--- config.mk ---
export PLATFORM = sky130hd
export DESIGN_NAME = hazard_scoreboard
export DESIGN_NICKNAME = d
export VERILOG_FILES = /design/src/rtl/hazard_scoreboard.sv
export SDC_FILE = /design/constraint.sdc
export NUM_CORES = 1
export LEC_CHECK = 0
export ABC_CLOCK_PERIOD_IN_PS = 4100
export BUFFER_PORTS_ARGS = -buffer_cell sky130_fd_sc_hd__buf_4
export CAP_MARGIN = 20
export CORE_MARGIN = 3
export CORE_UTILIZATION = 35
export DETAILED_ROUTE_END_ITERATION = 12
export PLACE_DENSITY_LB_ADDON = 0.12
export SLEW_MARGIN = 20
export SYNTH_ARGS = -nofsm -noshare
export SYNTH_HDL_FRONTEND = slang
export SYNTH_SLANG_ARGS = --single-unit
--- constraint.sdc ---
create_clock -name Clk -period 4.1 [get_ports Clk]
set_clock_uncertainty 0.15 [all_clocks]
set_input_delay 0.615 -clock Clk [delete_from_list [all_inputs] [get_ports Clk]]
set_output_delay 0.615 -clock Clk [all_outputs]
set_load 0.02 [all_outputs]
--- src/rtl/hazard_scoreboard.sv ---
// Decode-stage hazard/forwarding unit: tracks in-flight destinations in a DEPTH-entry
// shift register and derives Stall, per-operand forward selects and a stall counter.
module hazard_scoreboard #(
    parameter  int DEPTH      = 3,
    parameter  int AW         = 5,
    parameter  int LOAD_READY = 2,
    parameter  int CW         = 16,
    localparam int FW         = $clog2(DEPTH + 1)
) (
    input  logic          Clk,
    input  logic          Reset,
    input  logic          IssueValid,
    input  logic [AW-1:0] Rs,
    input  logic [AW-1:0] Rt,
    input  logic          UsesRs,
    input  logic          UsesRt,
    input  logic [AW-1:0] Rd,
    input  logic          RegWrite,
    input  logic          IsLoad,
    input  logic          Flush,
    output logic          Stall,
    output logic [FW-1:0] FwdA,
    output logic [FW-1:0] FwdB,
    output logic [CW-1:0] StallCount
);

    logic          ent_v  [1:DEPTH];
    logic [AW-1:0] ent_rd [1:DEPTH];
    logic          ent_ld [1:DEPTH];

    logic rdy_a, rdy_b, accept;

    // Scan oldest to youngest so the youngest match is the one that sticks.
    always_comb begin
        FwdA  = '0;
        FwdB  = '0;
        rdy_a = 1'b1;
        rdy_b = 1'b1;
        for (int k = DEPTH; k >= 1; k--) begin
            if (UsesRs && Rs != '0 && ent_v[k] && ent_rd[k] == Rs) begin
                FwdA  = FW'(k);
                rdy_a = !ent_ld[k] || (k >= LOAD_READY);
            end
            if (UsesRt && Rt != '0 && ent_v[k] && ent_rd[k] == Rt) begin
                FwdB  = FW'(k);
                rdy_b = !ent_ld[k] || (k >= LOAD_READY);
            end
        end
    end

    assign Stall  = IssueValid && !Flush && (!rdy_a || !rdy_b);
    assign accept = IssueValid && !Stall && !Flush;

    always_ff @(posedge Clk or posedge Reset) begin
        if (Reset) begin
            for (int k = 1; k <= DEPTH; k++) begin
                ent_v[k]  <= 1'b0;
                ent_rd[k] <= '0;
                ent_ld[k] <= 1'b0;
            end
            StallCount <= '0;
        end else begin
            for (int k = 2; k <= DEPTH; k++) begin
                ent_v[k]  <= ent_v[k-1];
                ent_rd[k] <= ent_rd[k-1];
                ent_ld[k] <= ent_ld[k-1];
            end
            // Stalled, flushed or idle cycles push a bubble into stage 1.
            ent_v[1]  <= accept && RegWrite && (Rd != '0);
            ent_rd[1] <= Rd;
            ent_ld[1] <= IsLoad;
            if (Stall && StallCount != '1)
                StallCount <= StallCount + 1'b1;
        end
    end

endmodule

==> reports/qor.yml, run 1 <==
yosys.cell_count.top_type: "dfrtp_1"
cellPowerDensity_nw_per_um2: 352
run_status: "completed"
clk_pin_slew_ps: 70
critical_path_cell_with_the_highest_stage_delay: "or4_1"
finish.instance_area_um2: 2290
postCtsSetupBuffers: 0
total_clock_buffers_created_by_cts: 5
post_dp_cell_area_um2: 2150
layout.nets: 222
worstPathArrival_ps: 2200
cts_num_sinks: 35
vdd_ir_drop_max_uv: 235
cellInternalPower_mw: 0.632
final_period_minus_worst_setup_slack_ps: 2970
synth_edf_count: 0
detailedRoute.firstIterationViolations: 64
io_pins: 44
capture_instance_of_the_worst_register_to_register_path: "StallCount[1]"
number_of_iterations_in_the_first_detailed_routing_pass: 4
number_of_standard_cells_after_synthesis: 147
critPathMaxStageDelay_ps: 540
ff2ff_path_depth: 5
hold_crit_class: "in -> async"
numPortBuffers: 43
critical_path_required_ps: 3340
gp_routability_congestion: 0.856
worst_pin_slew_ps: 472
number_of_placement_rows: 25
synth_nets: 171
initial_core_util: 0.365
timing.slew.headroom: 0.684
crit_path_cell_trace: "buf_4, or4_1, o21ai_1, nand4b_2, and2_1, nor2_1, buf_4"
critical_path.endpoint_type: "primary output"
vias_in_the_first_global_route: 1373
clkPwrFrac: 0.459
placeableCoreArea_um2: 4750
antenna_cells: 0
fraction_of_final_layout_cells_sized_beyond_drive_strength_1: 0.291
critical_path_buf_inv_count: 2
holdWs_ps: 268
post_synth_most_frequent_cells: "dfrtp_1 (35), xnor2_1 (26), xor2_1 (19)"
reg2reg_from: "ent_rd[11]"
ys_seq_area_frac: 0.504
flow.area_growth_from_synthesis_pct: 31.7
crit_path_max_fanout: 6
dominantRegCellSynth: "dfrtp_1"
cts_tree: "done"
detail_route.wl_per_cell_um: 14.5
drc: 0
yosys_register_bits: 35
synth.largest_area_cell: "dfrtp_1"
grt_max_degree: 36
grt.overflow.total: 0
fmax_mhz: 337
unrepaired_setup_endpoints_after_global_routing: "no"
setup.reg_to_reg.worst_slack_ps: 1680
route.antenna.remaining_nets: 0
die_w_um: 76.4
area_enclosed_by_the_die_boundary_um2: 5840
post_synth_instance_area_um2: 1740
ys_top_cells_by_area: "dfrtp_1 (50%), xnor2_1 (13%), xor2_1 (9.6%), nand4_1 (2.9%), nand3_1 (2.6%)"
cts.repair.resized: 0
htreeDepth: 2
max-clock-path-buffers: 2
insertion_delay_ps: 280
detailed_place_hpwl_um: 3050
finish.utilization: 0.481
cts_hold_buf: 0
timing.final.max_slew_violations: 0
min_period_over_period: 0.723
grt_pass1_wl_um: 6820
num_vias: 1259
setup-violations-final: 0
worst_path_dominant_cell_family: "simple AND/OR/NAND/NOR gates"
asyncSetResetFlopFracSynth: 1.00
critical_path.most_common_cell: "buf_4"
power.sequential.fraction: 0.454
root_buffer: "clkbuf_8"
final-hold-violation-count: 0
grt_util_all_layers: 0.146
die_height_um: 76.4
maxCapViolCount: 0
crit_type: "in -> out"
post_route_setup_tns_ps: 0
power.net_switching_mw: 0.173
vias_per_cell: 4.73
grt_antenna_before_repair: 0
p_leak_nw: 1.06
synth_top_area_frac: 0.504
power.share.switching: 0.215
ys_warn_count: 0
critPathLaunchType: "input pin"
synth.avg_cell_area_um2: 11.8
yosysUniqueCellTypes: 28
power_frac_comb: 0.088
finalWirelength_um: 3840
## worst min-delay path, cell delays in order
cell and delay [ps]:
buf_4 100, inv_1 40, buf_4 370
## routing by layer
layer | track usage | up-vias | wire length (um)
li1 | - | 621 | -
met1 | 0.201 | 595 | 1870
met2 | 0.221 | 39 | 1720
met3 | 0.0426 | 4 | 233
met4 | 0.0435 | 0 | 26
met5 | 0 | - | 0
## state kept, by name (all words and copies together), names as in the netlist
signal	flops
ent_v	3
ent_rd	15
ent_ld	1
StallCount	16
## worst max-delay path by stage
stage / start / cells past startpoint / end / slack [ps]
after detailed placement: Rs[1] / 7 / Stall / 1140
after CTS: Rs[1] / 7 / Stall / 1140
final: Rs[1] / 7 / Stall / 1130
after floorplan: Rt[1] / 4 / FwdB[0] / 1310
after global placement: Rs[1] / 7 / Stall / 1180
after global routing: Rs[1] / 7 / Stall / 1040
## power by group through the flow
stage	Combinational [mW]	Sequential [mW]	Clock [mW]
after floorplan	0.0389	0.370	0
after global placement	0.0704	0.373	0
after detailed placement	0.0715	0.373	0
after CTS	0.0718	0.366	0.380
after global routing	0.0779	0.367	0.398
final	0.0706	0.366	0.369
## cell families (layout without fill, tap and decap cells)
logic type / after synthesis / in the layout / share of synthesized area
and+or+nand+nor: 54 / 54 / 0.204
DFF: 35 / 35 / 0.504
buffers and inverters: 1 / 53 / 0.00216
muxes: 1 / 1 / 0.00648
AOI/OAI and AO/OA: 10 / 10 / 0.0490
xor gates and xnor gates: 45 / 45 / 0.227
adders and majority gates: 1 / 1 / 0.00720
## placed cells by master (no fill, tap or decap), types with 2 or more instances in the layout
master and count:
and2_1 3, and3_1 4, and4_1 4, buf_4 44
bufinv_16 2, clkbuf_8 5, dfrtp_1 35, nand2_1 7
nand3_1 9, nand4_1 8, nor2_1 5, nor2b_1 2
nor3_1 3, nor4_1 2, o21a_1 2, o21ai_1 2
o31ai_1 2, or4_1 3, xnor2_1 26, xor2_1 19
## per-stage QoR
stage	cells	setup WS (ps)	power, mW
detailed placement	258	1140	0.444
finish	266	1130	0.806
floorplan	147	1310	0.409
global placement	258	1180	0.443
CTS	266	1140	0.818
global route	266	1040	0.842
## final cells by class
| cell class | instances | area (um^2) |
|---|---|---|
| Sequential cell | 35 | 876 |
| Timing Repair Buffer | 44 | 330 |
| Clock buffer | 5 | 68.8 |
| Inverter | 1 | 3.75 |
| Clock inverter | 3 | 67.6 |
| Multi-Input combinational cell | 111 | 857 |
| Tap cell | 67 | 83.8 |
| Fill cell | 467 | 2470 |
Power figures use the tool's default switching activity.
==> run 2, diff against run 1 <==
- ABC_CLOCK_PERIOD_IN_PS: 4100 -> 3000
- clock period: 4.1 -> 3 ns (I/O delays scaled with it)
==> reports/qor.yml, run 2 (synthesis gave the netlist of run 1 again) <==
run_status: "completed"  # unchanged
number_of_iterations_in_the_first_detailed_routing_pass: 4  # unchanged
postCtsSetupBuffers: 0  # unchanged
cellInternalPower_mw: 0.784  # was 0.632 mW
vias_in_the_first_global_route: 1339  # was 1,373
antenna_cells: 0  # unchanged
grt_util_all_layers: 0.145  # was 0.146
finish.instance_area_um2: 2270  # was 2290 um^2
critical_path_cell_with_the_highest_stage_delay: "dfrtp_1"  # was or4_1
final_period_minus_worst_setup_slack_ps: 2630
root_buffer: "clkbuf_8"  # unchanged
multi_input_area_um2: 857  # unchanged
ff2ff_path_depth: 5  # unchanged
most_frequent_standard_cell_in_the_layout_excluding_fill_and_tap_cells: "buf_4"  # unchanged
power_frac_comb: 0.093  # was 0.088
p_leak_nw: 1.06  # about the same
clk_pin_slew_ps: 70  # about the same
leading_cell_types_in_the_layout_fill_and_taps_excluded: "buf_4 (44), dfrtp_1 (35), xnor2_1 (26)"  # unchanged
crit_path_max_fanout: 6  # unchanged
worst_pin_slew_ps: 451  # was 472 ps
layout.nets: 222  # unchanged
power.share.switching: 0.241  # was 0.215
power.net_switching_mw: 0.248  # was 0.173 mW
post_dp_cell_area_um2: 2150  # unchanged
power.sequential.fraction: 0.484  # was 0.454
detail_route.wl_per_cell_um: 14.5  # about the same
htreeDepth: 2  # unchanged
max_flop_register: "StallCount"  # unchanged
finalWirelength_um: 3860  # was 3840 um
cellPowerDensity_nw_per_um2: 455  # was 352 nW/um^2
unrepaired_setup_endpoints_after_global_routing: "no"  # unchanged
cts_num_sinks: 35  # unchanged
clkPwrFrac: 0.424  # was 0.459
worst_path_dominant_cell_family: "simple AND/OR/NAND/NOR gates"  # unchanged
min_period_over_period: 0.876
grt.overflow.total: 0  # unchanged
placedCellCount: 258  # unchanged
grt_max_degree: 36  # unchanged
die_w_um: 76.4  # unchanged
max-clock-path-buffers: 2  # unchanged
reg2reg_from: "ent_rd[11]"  # unchanged
capture_instance_of_the_worst_register_to_register_path: "StallCount[1]"  # unchanged
number_of_placement_rows: 25  # unchanged
route.antenna.remaining_nets: 0  # unchanged
cts.repair.resized: 0  # unchanged
io_pins: 44  # unchanged
critical_path_required_ps: 2400  # was 3340 ps
worstPathArrival_ps: 2030  # was 2200 ps
vias_per_cell: 4.71  # was 4.73
critical_path.endpoint_type: "primary output"  # unchanged
critPathMaxStageDelay_ps: 430  # was 540 ps
gp_routability_congestion: 0.853  # was 0.856
post_route_setup_tns_ps: 0  # unchanged
die_height_um: 76.4  # unchanged
critical_path_buf_inv_count: 1  # was 2
maxCapViolCount: 0  # unchanged
critPathLaunchType: "flop"  # was input pin
fmax_mhz: 381
total_clock_buffers_created_by_cts: 5  # unchanged
crit_path_cell_trace: "xor2_1, nor4_2, nand4b_2, and2_1, nor2_1, buf_4"  # was buf_4, or4_1, o21ai_1, nand4b_2, and2_1, nor2_1, buf_4
largest_register_ffs: 16  # unchanged
final-hold-violation-count: 0  # unchanged
drc: 0  # unchanged
cts_hold_buf: 0  # unchanged
fraction_of_final_layout_cells_sized_beyond_drive_strength_1: 0.291  # unchanged
layout_top_registers: "StallCount (16), ent_rd (15), ent_v (3)"  # unchanged
post-layout-total-power_mw: 1.03  # was 0.806 mW
timing.final.max_slew_violations: 0  # unchanged
initial_core_util: 0.365  # unchanged
cts_tree: "done"  # unchanged
grt_pass1_wl_um: 6640  # was 6820 um
sequential_cell_area_um2: 876  # unchanged
num_vias: 1253  # was 1,259
insertion_delay_ps: 300  # was 280 ps
hold_crit_class: "in -> async"  # unchanged
setup.reg_to_reg.worst_slack_ps: 650  # was 1680 ps
placeableCoreArea_um2: 4750  # unchanged
vdd_ir_drop_max_uv: 370  # was 235 uV
detailedRoute.firstIterationViolations: 67  # was 64
flow.area_growth_from_synthesis_pct: 30.5  # was 31.7%
timing.slew.headroom: 0.699  # was 0.684
numPortBuffers: 43  # unchanged
grt_antenna_before_repair: 0  # unchanged
setup-violations-final: 0  # unchanged
area_enclosed_by_the_die_boundary_um2: 5840  # unchanged
fill_cells: 466  # was 467
detailed_place_hpwl_um: 3050  # about the same
finalNonFillerCells: 266  # unchanged
crit_type: "reg -> out"  # was in -> out
[run 2: cell types whose count changed in the layout (fill, tap and decap cells not counted), sizes merged]
cell and change:
clkinvlp -1, bufinv -1, clkinv +1, inv +1
[run 2: how the worst max path moves through the flow]
stage	startpoint	to	slack (ps)	cells past startpoint
3_5_place_dp	Rs[1]	Stall	380	7
6_report	ent_rd[11]	Stall	370	6
2_1_floorplan	Rt[1]	FwdB[0]	540	4
3_3_place_gp	Rs[1]	Stall	410	7
4_1_cts	ent_rd[11]	Stall	340	6
5_1_grt	ent_rd[11]	Stall	200	6
[run 2: per-layer routing]
metal	up-vias	track usage	wire, um
met5	-	0	0
met4	0	0.0471	46
met3	5	0.0579	257
met2	38	0.207	1660
met1	590	0.201	1890
li1	620	-	-
[run 2: power groups by stage]
stage               Combinational, mW  Clock [mW]  Sequential, mW
floorplan                      0.0532           0           0.505
global placement               0.0962           0           0.509
detailed placement             0.0975           0           0.509
CTS                            0.0977       0.449           0.500
global route                    0.106       0.477           0.502
finish                         0.0959       0.437           0.499
[run 2: layout make-up]
| cell class | instances | area share |
|---|---|---|
| clock buffers | 5 | 0.0304 |
| well taps | 67 | 0.0370 |
| multi-input cells | 111 | 0.378 |
| repair buffers | 44 | 0.146 |
| inverters | 1 | 0.00166 |
| flip-flops and latches | 35 | 0.386 |
| clock inverters | 3 | 0.0210 |
[run 2: worst min-delay path, stage by stage]
cell	delay [ps]
buf_4	110
inv_1	40
buf_4	380
[run 2: metrics by stage]
stage           util  hold WS [ps]  setup slack, ps
4_1_cts        0.477           104              341
3_3_place_gp   0.452           256              412
3_5_place_dp   0.452           265              382
6_report       0.477          98.7              372
2_1_floorplan      -           224              536
5_1_grt        0.477          90.7              203
